<file path="config.mk">
export PLATFORM = sky130hd
export DESIGN_NAME = mac_seq_ctrl
export DESIGN_NICKNAME = d
export VERILOG_FILES = /design/src/rtl/mac_seq_ctrl.sv
export SDC_FILE = /design/constraint.sdc
export NUM_CORES = 1
export LEC_CHECK = 0
export CORE_AREA = 2 2 39 41
export DETAILED_ROUTE_END_ITERATION = 10
export DIE_AREA = 0 0 41 43
export PLACE_DENSITY = 0.63
export SYNTH_ARGS = -nofsm -noshare
export SYNTH_HDL_FRONTEND = slang
export SYNTH_SLANG_ARGS = --single-unit
</file>
<file path="constraint.sdc">
create_clock -name clk -period 1.9 [get_ports clk]
set_clock_uncertainty 0.05 [all_clocks]
set_input_delay 0.19 -clock clk [delete_from_list [all_inputs] [get_ports clk]]
set_output_delay 0.19 -clock clk [all_outputs]
set_load 0.05 [all_outputs]
</file>
<file path="src/rtl/mac_seq_ctrl.sv">
// ============================================================================
// Module   : mac_seq_ctrl
// Purpose  : Sequencing controller for a product-register / accumulator MAC
//            pipeline; gathers NUM_TERMS operand pairs, then presents the sum.
// Revision : 1.0
// ============================================================================
`default_nettype none

module mac_seq_ctrl #(
  parameter int NUM_TERMS = 16,
  parameter int CNT_W     = 5
) (
  input  logic             clk,
  input  logic             rst,
  input  logic             start,
  input  logic             in_valid,
  output logic             in_ready,
  output logic             prod_en,
  output logic             acc_clr,
  output logic             acc_en,
  output logic             out_valid,
  input  logic             out_ready,
  output logic             busy,
  output logic [CNT_W-1:0] term_cnt
);

  localparam logic [1:0] S_IDLE  = 2'd0;
  localparam logic [1:0] S_RUN   = 2'd1;
  localparam logic [1:0] S_DRAIN = 2'd2;
  localparam logic [1:0] S_HOLD  = 2'd3;

  localparam logic [CNT_W-1:0] C_LAST = CNT_W'(NUM_TERMS - 1);
  localparam logic [CNT_W-1:0] C_ONE  = CNT_W'(1);

  logic [1:0]       state_q, state_d;
  logic [CNT_W-1:0] term_cnt_q, term_cnt_d;
  logic             acc_clr_q, acc_clr_d;
  logic             acc_en_q, acc_en_d;
  logic             out_valid_q, out_valid_d;

  always_ff @(posedge clk or negedge rst) begin
    if (!rst) begin
      state_q     <= S_IDLE;
      term_cnt_q  <= '0;
      acc_clr_q   <= 1'b0;
      acc_en_q    <= 1'b0;
      out_valid_q <= 1'b0;
    end else begin
      state_q     <= state_d;
      term_cnt_q  <= term_cnt_d;
      acc_clr_q   <= acc_clr_d;
      acc_en_q    <= acc_en_d;
      out_valid_q <= out_valid_d;
    end
  end

  always_comb begin
    state_d    = state_q;
    term_cnt_d = term_cnt_q;
    case (state_q)
      S_IDLE: begin
        if (start) begin
          state_d    = S_RUN;
          term_cnt_d = '0;
        end
      end
      S_RUN: begin
        if (prod_en) begin
          term_cnt_d = term_cnt_q + C_ONE;
          if (term_cnt_q == C_LAST) begin
            state_d = S_DRAIN;
          end
        end
      end
      S_DRAIN: state_d = S_HOLD;
      S_HOLD: begin
        if (out_ready) begin
          state_d = S_IDLE;
        end
      end
      default: state_d = S_IDLE;
    endcase
  end

  // acc_en trails prod_en by one cycle to line up with the product register.
  always_comb begin
    in_ready    = (state_q == S_RUN);
    prod_en     = in_valid & in_ready;
    busy        = (state_q != S_IDLE);
    acc_clr_d   = (state_q == S_IDLE) & start;
    acc_en_d    = prod_en;
    out_valid_d = (state_d == S_HOLD);
  end

  assign acc_clr   = acc_clr_q;
  assign acc_en    = acc_en_q;
  assign out_valid = out_valid_q;
  assign term_cnt  = term_cnt_q;

endmodule

`default_nettype wire

</file>
# Word-level counts from Yosys, hierarchy flattened

Cells that the tools add are included.

Register bits: 10
Input bits: 5

Add/sub/neg operators: 1
Equal/unequal tests: 7
Multiplexer cells: 8
Bitwise gates (word level): 2
Reduce and logical (&&, ||, !) cells: 4

Operators with widths:

| cell                  | count |
|---|---|
| $mux W5               | 2 |
| $pmux W5 S2           | 1 |
| $mux W2               | 4 |
| $pmux W2 S4           | 1 |
| $eq A2 B2 Y1 const B  | 3 |
| $add A5 B1 Y5 const B | 1 |
| $eq A5 B4 Y1 const B  | 1 |
| $reduce_bool A2 Y1    | 2 |
| $reduce_and A3 Y1     | 1 |
| $and A1 B1 Y1         | 2 |
| $eq A2 B1 Y1 const B  | 1 |
| $logic_not A2 Y1      | 1 |
| $ne A2 B1 Y1 const B  | 1 |
| $ne A2 B2 Y1 const B  | 1 |

# Logic depth before layout (Yosys ltp)

Gate-level depths: netlist of run 1.

Word-level depth: 5
Gate-level depth with buffers: 5
Gate-level depth less buffers: 5

# Worst setup path after synthesis of run 1

No wires, ideal clock.

Path type: reg2reg
Start point: register term_cnt_q[0], in the netlist term_cnt[0]
End point: register state_q[0]
Arrival: 1,504 ps
Data required time: 1,726 ps
Slack: 222 ps
Stages on the path, launching flop included: 6
Clock period less this slack: 1,678 ps
Cells stage by stage: dfrtp_1 > ha_1 > and3_1 > ha_1 > nand2_1 > a211o_1

Cells in the longest elaborated chain, start to end: 4

Ends and longest elaborated chain:

| what                   | RTL line | RTL |
|---|---|---|
| start, declared        | 36       | `logic [CNT_W-1:0] term_cnt_q, term_cnt_d;` |
| start signal, assigned | 50       | `term_cnt_q <= term_cnt_d;` |
| $eq A5 B4 Y1           | 70       | `if (term_cnt_q == C_LAST) begin` |
| $mux W2                | 70       |  |
| $mux W2                | 68       | `if (prod_en) begin` |
| $pmux W2 S4            | 60       | `case (state_q)` |
| net state_d[0]         | 35       | `logic [1:0] state_q, state_d;` |
| end signal, assigned   | 49       | `state_q <= state_d;` |
| end, declared          | 35       |  |

The timed path passes the listed nets, and every way through them passes these cells.
A chain may end at the register's enable or synchronous reset.

# Final worst setup path of run 1

Start point: register term_cnt_q[0], in the netlist term_cnt[0]
End point: output term_cnt[0]

RTL lines:

| what          | RTL line | RTL |
|---|---|---|
| end, declared | 24       | `output logic [CNT_W-1:0] term_cnt` |

No word-level cell between the ends.

==> results of run 1 <==
per-layer routing:
metal | up-vias | wire length (um) | global-route usage
li1 | 163 | - | -
met1 | 156 | 381 | 0.167
met2 | 13 | 336 | 0.131
met3 | 2 | 53 | 0.0471
met4 | 0 | 15 | 0.100
met5 | - | 0 | 0
path summary, 6_finish.rpt:
kind / endpoint / startpoint / cells past startpoint / slack, ns
min in group clk: term_cnt[3]$_DFFE_PN0P_ / term_cnt[3]$_DFFE_PN0P_ / 1 / 0.46
setup / recovery: term_cnt[0] / term_cnt[0]$_DFFE_PN0P_ / 1 / 0.16
max in group asynchronous: term_cnt[0]$_DFFE_PN0P_ / rst / 1 / 1.31
hold / removal: acc_en$_DFF_PN0_ / rst / 1 / 0.19
setup reg to reg: state_q[0]$_DFF_PN0_ / term_cnt[0]$_DFFE_PN0P_ / 5 / 0.51
hold reg to reg: term_cnt[3]$_DFFE_PN0P_ / term_cnt[3]$_DFFE_PN0P_ / 1 / 0.46
registers in the layout (all words and copies together), names as in the netlist:
signal / count
term_cnt: 5
state_q: 2
acc_en: 1
acc_clr: 1
out_valid: 1
layout make-up:
cell class / count / area (um2)
fill: 142 / 728
clock buffer: 4 / 36.3
tap: 16 / 20.0
inverter: 4 / 21.3
timing repair buffer: 15 / 156
multi-input combinational: 22 / 171
sequential: 10 / 250
power groups by stage:
stage	Sequential, mW	Clock, mW	Combinational (mW)
floorplan	0.551	0	0.253
global placement	0.352	0	0.680
detailed placement	0.355	0	0.681
CTS	0.350	0.198	0.679
global route	0.364	0.209	0.709
finish	0.349	0.190	0.671
kinds of logic after synthesis:
logic type | Yosys count | share of synthesized area
simple gates | 12 | 0.198
flops | 10 | 0.565
compound gates | 7 | 0.110
buf+inv | 4 | 0.0480
fa+ha+maj | 2 | 0.0565
mux | 1 | 0.0226
per-stage QoR:
| stage | cells | utilization |
|---|---|---|
| after global routing | 71 | 0.474 |
| after CTS | 71 | 0.474 |
| after global placement | 67 | 0.448 |
| final | 71 | 0.474 |
| after detailed placement | 67 | 0.448 |
| after floorplan | 36 | - |
placed cells by master, fill, tap and decap left out, types with 2 or more instances in the layout:
cell,netlist,final
nand2_1,2,2
clkbuf_4,0,3
clkdlybuf4s50_1,0,12
ha_1,2,2
o21ai_0,2,2
inv_1,2,2
dfrtp_1,10,10
synthesized netlist by cell type, types with 2 or more instances:
cell type / n
o21ai_0: 2
inv_1: 2
dfrtp_1: 10
nand2_1: 2
ha_1: 2
==> results by group, run 1 <==
Synth
  • FFs w/ async S/R, synth: 1.00
  • Syn. warnings: 0
  • Synth top area cells: dfrtp_1, ha_1, nand3b_4, or3b_4, mux2i_1
  • Ys flop type: dfrtp_1
  • Yosys top cell area share: 0.565
  • Synthesis-stage register bit count: 10
  • Synth cell types: 23
  • Synthesized area per cell: approximately 12 um2
  • Cells after synthesis: 36
  • Synth area leader: dfrtp_1
  • Post-Syn Nets: 43
  • Syn Std Cell Area: 443 um2
  • Post-synthesis sequential area ratio: 0.565
  • EDFF count, synth: 0

Run
  • Max_cap viols: 0

Clock network
  • Clock transition at path regs: 0.07 ns
  • Worst-skew pair later-pin latency: 0.26 ns
  • Hold_buf cts: 0
  • H-tree levels: 1
  • Clk sinks: 10
  • PostCTS Resize Cnt: 1
  • Clock Path Buffers: 2
  • Clk root buf: clkbuf_4
  • CTS tree: yes
  • Total CTS buffers: 3
  • # Post-CTS Setup Buffers: 0

Placed design
  • Placed Area: 621 um2
  • GP Congestion: 0.779
  • Dpl ws: 0.265 ns
  • IO Port Bufs: 15
  • Post-DP HPWL: slightly below 600 um

Floorplanning
  • Die height: 43 um
  • # rows: 14
  • Core Area: 0.00138 mm2
  • IO Count: 16
  • Die area: 0.00176 mm2
  • Initial Util: 0.320
  • Floorplan die width: around 41 um

Timing
  • Maximum clock frequency: about 0.58 GHz
  • Slew @ Worst Pin: 0.493 ns
  • Hold slack final: ~0.19 ns
  • Post-Route Setup TNS: 0 ns
  • Fin crit period: 1.74 ns
  • Final period util: 0.914
  • Final WS setup: approximately 0.16 ns
  • Max-slew violations: 0
  • Slew margin rel.: 0.671
  • Final Hold Fails: 0
  • # setup viols final: 0
  • RSZ-0062 raised after global routing: no

Route
  • Residual DRC: 0
  • Router iterations before antenna repair: 3
  • DR WL/cell: 11.1 um
  • Vias/cell: 4.70
  • Final WL: approximately 790 um
  • Detail Route Antenna Nets: 0
  • DR vias: 334
  • Iter 0 DRT Violations: 1

Min path
  • Hold Path Class: in2async

Critical path
  • CP endpoint kind: output port
  • CP required: 1.66 ns
  • Crit Path Max Fanout: 5
  • Crit path largest cell delay: 0.83 ns
  • Startpoint Class: flip-flop
  • Critical path, cell by cell: clkdlybuf4s50_1
  • Crit path buf inv count: 1
  • Crit Path Class: reg2out
  • CP arrival: 1.50 ns
  • CP top delay family: buffers and inverters
  • Worst path slowest cell: clkdlybuf4s50_1

Power and ir drop
  • Cell area power density: 1850 mW/mm2
  • Clock Power Share: 0.157
  • Register share of total power: 0.288
  • Pint: 638 uW
  • Comb power frac: 0.555
  • Switching Share: 0.472
  • Pwr Total: about 1.2 mW
  • Lkg Pwr: 0.298 nW
  • Switching power: between 500 and 600 uW
  • VDD IR max: 799 uV

GRT
  • Largest net degree at the start of global routing: 11
  • Vias in the first global route: 280
  • Remaining Overflow, GRT: 0
  • Total track usage: 0.118
  • Initial antenna violation count: 0
  • First-pass GRT wire length: 1300 um

Run status
  • Status: completed

Cells and area
  • Area delta synth->final: 48.0%
  • N_diodes: 0
  • Fin nets: 63
  • Layout cells sized above 1: 0.218
  • Final instance area: 656 um2
No activity file was read; power rests on OpenSTA's default activity.
==> run 2, diff against run 1 <==
--- a/config.mk
+++ b/config.mk
@@ -8,7 +8,6 @@
 export CORE_AREA = 2 2 39 41
 export DETAILED_ROUTE_END_ITERATION = 10
 export DIE_AREA = 0 0 41 43
-export PLACE_DENSITY = 0.63
 export SYNTH_ARGS = -nofsm -noshare
 export SYNTH_HDL_FRONTEND = slang
 export SYNTH_SLANG_ARGS = --single-unit
==> run 2 against run 1 <==
Combinational power barely moved; first-iteration DRC count rose to 3.0 times the previous value; non-clock buffer count did not move; hold slack improved by 0.0051 ns; die area did not move; critical path depth did not move; sequential share of layout area rose by 0.82 points; critical path type unchanged; largest power group unchanged.
==> results by group, run 2 (same netlist as run 1, synthesis figures left out) <==
Run status
  • Status: completed

Placed design
  • GP Congestion: 0.780
  • IO Port Bufs: 15
  • Dpl ws: 0.257 ns
  • Placed insts: 67
  • Placed Area: 621 um2
  • Post-DP HPWL: slightly above 600 um

Timing
  • Maximum clock frequency: 0.578 GHz
  • Final WS setup: 0.169 ns
  • Slew @ Worst Pin: 0.502 ns
  • # setup viols final: 0
  • Max-slew violations: 0
  • RSZ-0062 raised after global routing: no
  • Slew margin rel.: 0.664
  • Hold slack final: about 0.19 ns
  • Final period util: 0.911
  • Post-Route Setup TNS: 0 ns
  • Fin crit period: 1.73 ns
  • Final Hold Fails: 0

Floorplanning
  • Die area: 0.00176 mm2
  • # rows: 14
  • Initial Util: 0.320
  • Core Area: about 0.0014 mm2
  • Floorplan die width: around 41 um
  • IO Count: 16
  • Die height: 43 um

Cells and area
  • FILL cells: ~150
  • Core Util, Final: 0.464
  • Fin nets: 63
  • Fin cells: 70
  • Area delta synth->final: 44.9%
  • Largest register FFs: 5
  • N_diodes: 0
  • Layout cells sized above 1: 0.204
  • Final instance area: about 640 um2
  • Commonest non-fill, non-tap cell in the layout: clkdlybuf4s50_1
  • Commonest cells after routing, fill and taps aside: clkdlybuf4s50_1, dfrtp_1, clkbuf_4

Critical path
  • CP required: 1.66 ns
  • Crit path buf inv count: 1
  • CP top delay family: buffers and inverters
  • CP arrival: 1.49 ns
  • Reg2reg path depth: 5
  • Crit Path Max Fanout: 5
  • Crit path largest cell delay: 0.83 ns
  • Worst path slowest cell: clkdlybuf4s50_1
  • CP endpoint kind: output port
  • Startpoint Class: flip-flop
  • Levels on crit path: 1
  • Crit Path Class: reg2out
  • Critical path, cell by cell: clkdlybuf4s50_1

Clock network
  • Clk sinks: 10
  • Clock transition at path regs: approximately 0.060 ns
  • H-tree levels: 1
  • Clk root buf: clkbuf_4
  • Clock Path Buffers: 2
  • Worst-skew pair later-pin latency: 0.26 ns
  • Total CTS buffers: 3
  • CTS tree: yes

GRT
  • First-pass GRT wire length: 1360 um
  • Initial antenna violation count: 0
  • Vias in the first global route: around 330
  • Total track usage: 0.122
  • Largest net degree at the start of global routing: 11
  • Remaining Overflow, GRT: 0

Route
  • Final WL: 773 um
  • Residual DRC: 0
  • Iter 0 DRT Violations: 3
  • Router iterations before antenna repair: 4
  • DR WL/cell: 11.0 um
  • DR vias: around 330
  • Detail Route Antenna Nets: 0
  • Vias/cell: 4.69

Power and ir drop
  • VDD IR max: 637 uV
  • Pwr Total: 1.15 mW
  • Cell area power density: between 1500 and 2000 mW/mm2
  • Lkg Pwr: 0.291 nW

Min path
  • Hold Path Class: in2async

Run
  • Max_cap viols: 0
-- run 2: changes by cell type in the layout (fill, tap and decap cells not counted) --
| cell | change |
|---|---|
| clkbuf_8 | -1 |
-- run 2: final cells by class --
type                    count  area [um2]  share of cell area
clock buffers               3        22.5              0.0351
inverters                   4        21.3              0.0331
multi-input cells          22         171               0.267
flip-flops and latches     10         250               0.390
well taps                  16        20.0              0.0312
repair buffers             15         156               0.244
-- run 2: what timing repair did --
item                       CTS  global route
hold buffers                 0             0
resized for setup            1             0
setup buffers                0             0
setup endpoints to repair    1             0
-- run 2: worst paths after layout --
kind                            slack (ns)                      end                     from
worst max-delay path                  0.17              term_cnt[0]  term_cnt[0]$_DFFE_PN0P_
worst min-delay path                  0.19  term_cnt[1]$_DFFE_PN0P_                      rst
worst max register to register        0.51     state_q[0]$_DFF_PN0_  term_cnt[0]$_DFFE_PN0P_
worst min register to register        0.46  term_cnt[3]$_DFFE_PN0P_  term_cnt[3]$_DFFE_PN0P_
max in group asynchronous             1.31  term_cnt[4]$_DFFE_PN0P_                      rst
min in group clk                      0.46  term_cnt[3]$_DFFE_PN0P_  term_cnt[3]$_DFFE_PN0P_
-- run 2: power by group --
| part | switching, mW | total, mW | internal [mW] | leakage (nW) |
|---|---|---|---|---|
| Sequential | 0.0662 | 0.350 | 0.284 | 0.127 |
| Combinational | 0.432 | 0.670 | 0.238 | 0.150 |
| Clock | 0.0617 | 0.134 | 0.0726 | 0.0138 |
-- run 2: routing by layer --
layer,part of all wire,wire length (um),GRT usage,vias to the layer above
li1,-,-,-,162
met5,0,0,0,-
met4,0,0,0.0800,0
met1,0.47,360,0.143,157
met2,0.48,370,0.163,9
met3,0.054,42,0.0681,0
-- run 2: worst reg2reg max path: cells and delay by family, from the launching register on --
family | cells | cell delay, ns
adders and majority gates | 2 | 0.32
AOI/OAI and AO/OA | 1 | 0.28
and+or+nand+nor | 2 | 0.22
DFF | 1 | 0.40
==> run 3, diff against run 2 <==
--- a/config.mk
+++ b/config.mk
@@ -8,6 +8,7 @@
 export CORE_AREA = 2 2 39 41
 export DETAILED_ROUTE_END_ITERATION = 10
 export DIE_AREA = 0 0 41 43
+export HOLD_SLACK_MARGIN = 0.06
 export SYNTH_ARGS = -nofsm -noshare
 export SYNTH_HDL_FRONTEND = slang
 export SYNTH_SLANG_ARGS = --single-unit
==> constraint.sdc (replaced) <==
create_clock -name clk -period 1.5 [get_ports clk]
set_clock_uncertainty 0.05 [all_clocks]
set_input_delay 0.15 -clock clk [delete_from_list [all_inputs] [get_ports clk]]
set_output_delay 0.15 -clock clk [all_outputs]
set_load 0.05 [all_outputs]
==> run 3 against run 2 <==
Sequential power increased by 40%; setup slack got worse by 0.090 ns; sequential share of layout area fell by 3.6 points; via count is 2.4% higher; clock power is 80% higher; highest routed layer is now met4.
==> results by group, run 3 (same netlist as run 1, synthesis figures left out) <==
Cells and area
  • Fin cells: 73
  • Layout cells sized above 1: 0.509
  • Commonest cells after routing, fill and taps aside: buf_4, dfrtp_1, buf_12, clkdlybuf4s50_1, dfrtp_2
  • Multi-input gate area: 186 um2
  • FILL cells: 128
  • Fin nets: between 60 and 70
  • Final instance area: 721 um2
  • Commonest non-fill, non-tap cell in the layout: buf_4
  • Largest register FFs: 5
  • N_diodes: 0
  • Core Util, Final: 0.521
  • FF/Latch Area: 255 um2
  • Area delta synth->final: 62.7%

Critical path
  • Crit Path Max Fanout: 6
  • CP required: 1.30 ns
  • CP arrival: 1.22 ns
  • CP endpoint kind: output port
  • Startpoint Class: flip-flop
  • Crit Path Class: reg2out

Power and ir drop
  • VDD IR max: 1090 uV
  • Lkg Pwr: 0.338 nW
  • Cell area power density: 2380 mW/mm2

Clock network
  • Clock transition at path regs: roughly 0.07 ns
  • Clk sinks: 10
  • H-tree levels: 1
  • CTS tree: yes
  • Total CTS buffers: 3
  • Worst-skew pair later-pin latency: 0.26 ns
  • Hold_buf cts: 0
  • Clk root buf: clkbuf_4
  • Clock Path Buffers: 2

Route
  • DR WL/cell: 11.7 um
  • Iter 0 DRT Violations: 5
  • Detail Route Antenna Nets: 0
  • Router iterations before antenna repair: 2
  • Final WL: between 800 and 900 um
  • Vias/cell: 4.60
  • Residual DRC: 0
  • DR vias: 336

Timing
  • Fin crit period: 1.42 ns
  • Slew @ Worst Pin: 0.453 ns
  • Maximum clock frequency: 0.704 GHz
  • Slew margin rel.: 0.697
  • Post-Route Setup TNS: 0 ns
  • # setup viols final: 0
  • Max-slew violations: 0
  • Final WS setup: 0.0795 ns
  • Final Hold Fails: 0
  • Final period util: 0.947

Placed design
  • IO Port Bufs: 15
  • Post-DP HPWL: 611 um
  • Placed Area: 674 um2
  • GP Congestion: 0.751
  • Dpl ws: 0.0479 ns
  • Placed insts: 68

GRT
  • Remaining Overflow, GRT: 0
  • GRT busiest layer: met2
  • Met1 usage: 0.146
  • First-pass GRT wire length: 1440 um
  • Total track usage: 0.131
  • Vias in the first global route: roughly 330
  • Met3 Use GR: 0.105
  • Initial antenna violation count: 0
  • M2 GR Usage: 0.175
  • Largest net degree at the start of global routing: 11

Floorplanning
  • IO Count: 16
  • # rows: 14
  • Initial Util: 0.320
  • Die area: 0.00176 mm2
  • Floorplan die width: around 41 um
  • Core Area: roughly 0.0014 mm2
  • Die height: 43 um

Run status
  • Status: completed

Run
  • Max_cap viols: 0

Min path
  • Hold Path Class: in2async
[run 3: cell count changes in the layout (fill, tap and decap cells not counted), sizes merged]
| cell | delta |
|---|---|
| clkbuf | +1 |
| inv | +1 |
| buf | +11 |
| dlygate4sd2 | -1 |
| clkinv | -1 |
| clkdlybuf4s50 | -8 |
[run 3: report_power, final]
group | switching (mW) | internal [mW]
sequential | 0.120 | 0.369
clock | 0.0937 | 0.147
combinational | 0.560 | 0.429
[run 3: timing repair]
action	4_1_cts	5_1_grt
setup buffers	0	1
gates resized for setup	0	2
setup endpoints to repair	0	1
[run 3: cell type report]
type,count,area share
sequential,10,0.354
timing repair buffer,17,0.278
multi-input combinational,22,0.259
clock buffer,4,0.0503
inverter,4,0.0313
tap,16,0.0278
[run 3: final timing paths]
check	start	endpoint	slack (ns)	depth (start not counted)
setup / recovery	state_q[1]$_DFF_PN0_	prod_en	0.08	4
max in group asynchronous	rst	state_q[0]$_DFF_PN0_	0.92	1
setup reg to reg	state_q[1]$_DFF_PN0_	term_cnt[1]$_DFFE_PN0P_	0.09	5
hold / removal	rst	acc_en$_DFF_PN0_	0.15	1
min in group clk	out_ready	out_valid$_DFF_PN0_	0.45	2
hold reg to reg	term_cnt[4]$_DFFE_PN0P_	term_cnt[4]$_DFFE_PN0P_	0.47	1
[run 3: layer usage]
layer	routed length, um	vias up
met3	94	2
met4	10	0
met2	393	14
li1	-	166
met1	353	154
met5	0	-
[run 3: stage by stage]
step	power, mW	hold slack [ns]
finish	1.72	0.147
global route	1.82	0.159
CTS	1.73	0.164
detailed placement	1.48	0.447
global placement	1.48	0.440
floorplan	1.05	-0.196
[run 3: worst max-delay path: stages (launching register included)]
cell and delay, ns:
dfrtp_1 0.40, nand3b_4 0.20, inv_4 0.10, buf_4 0.12, buf_12 0.12
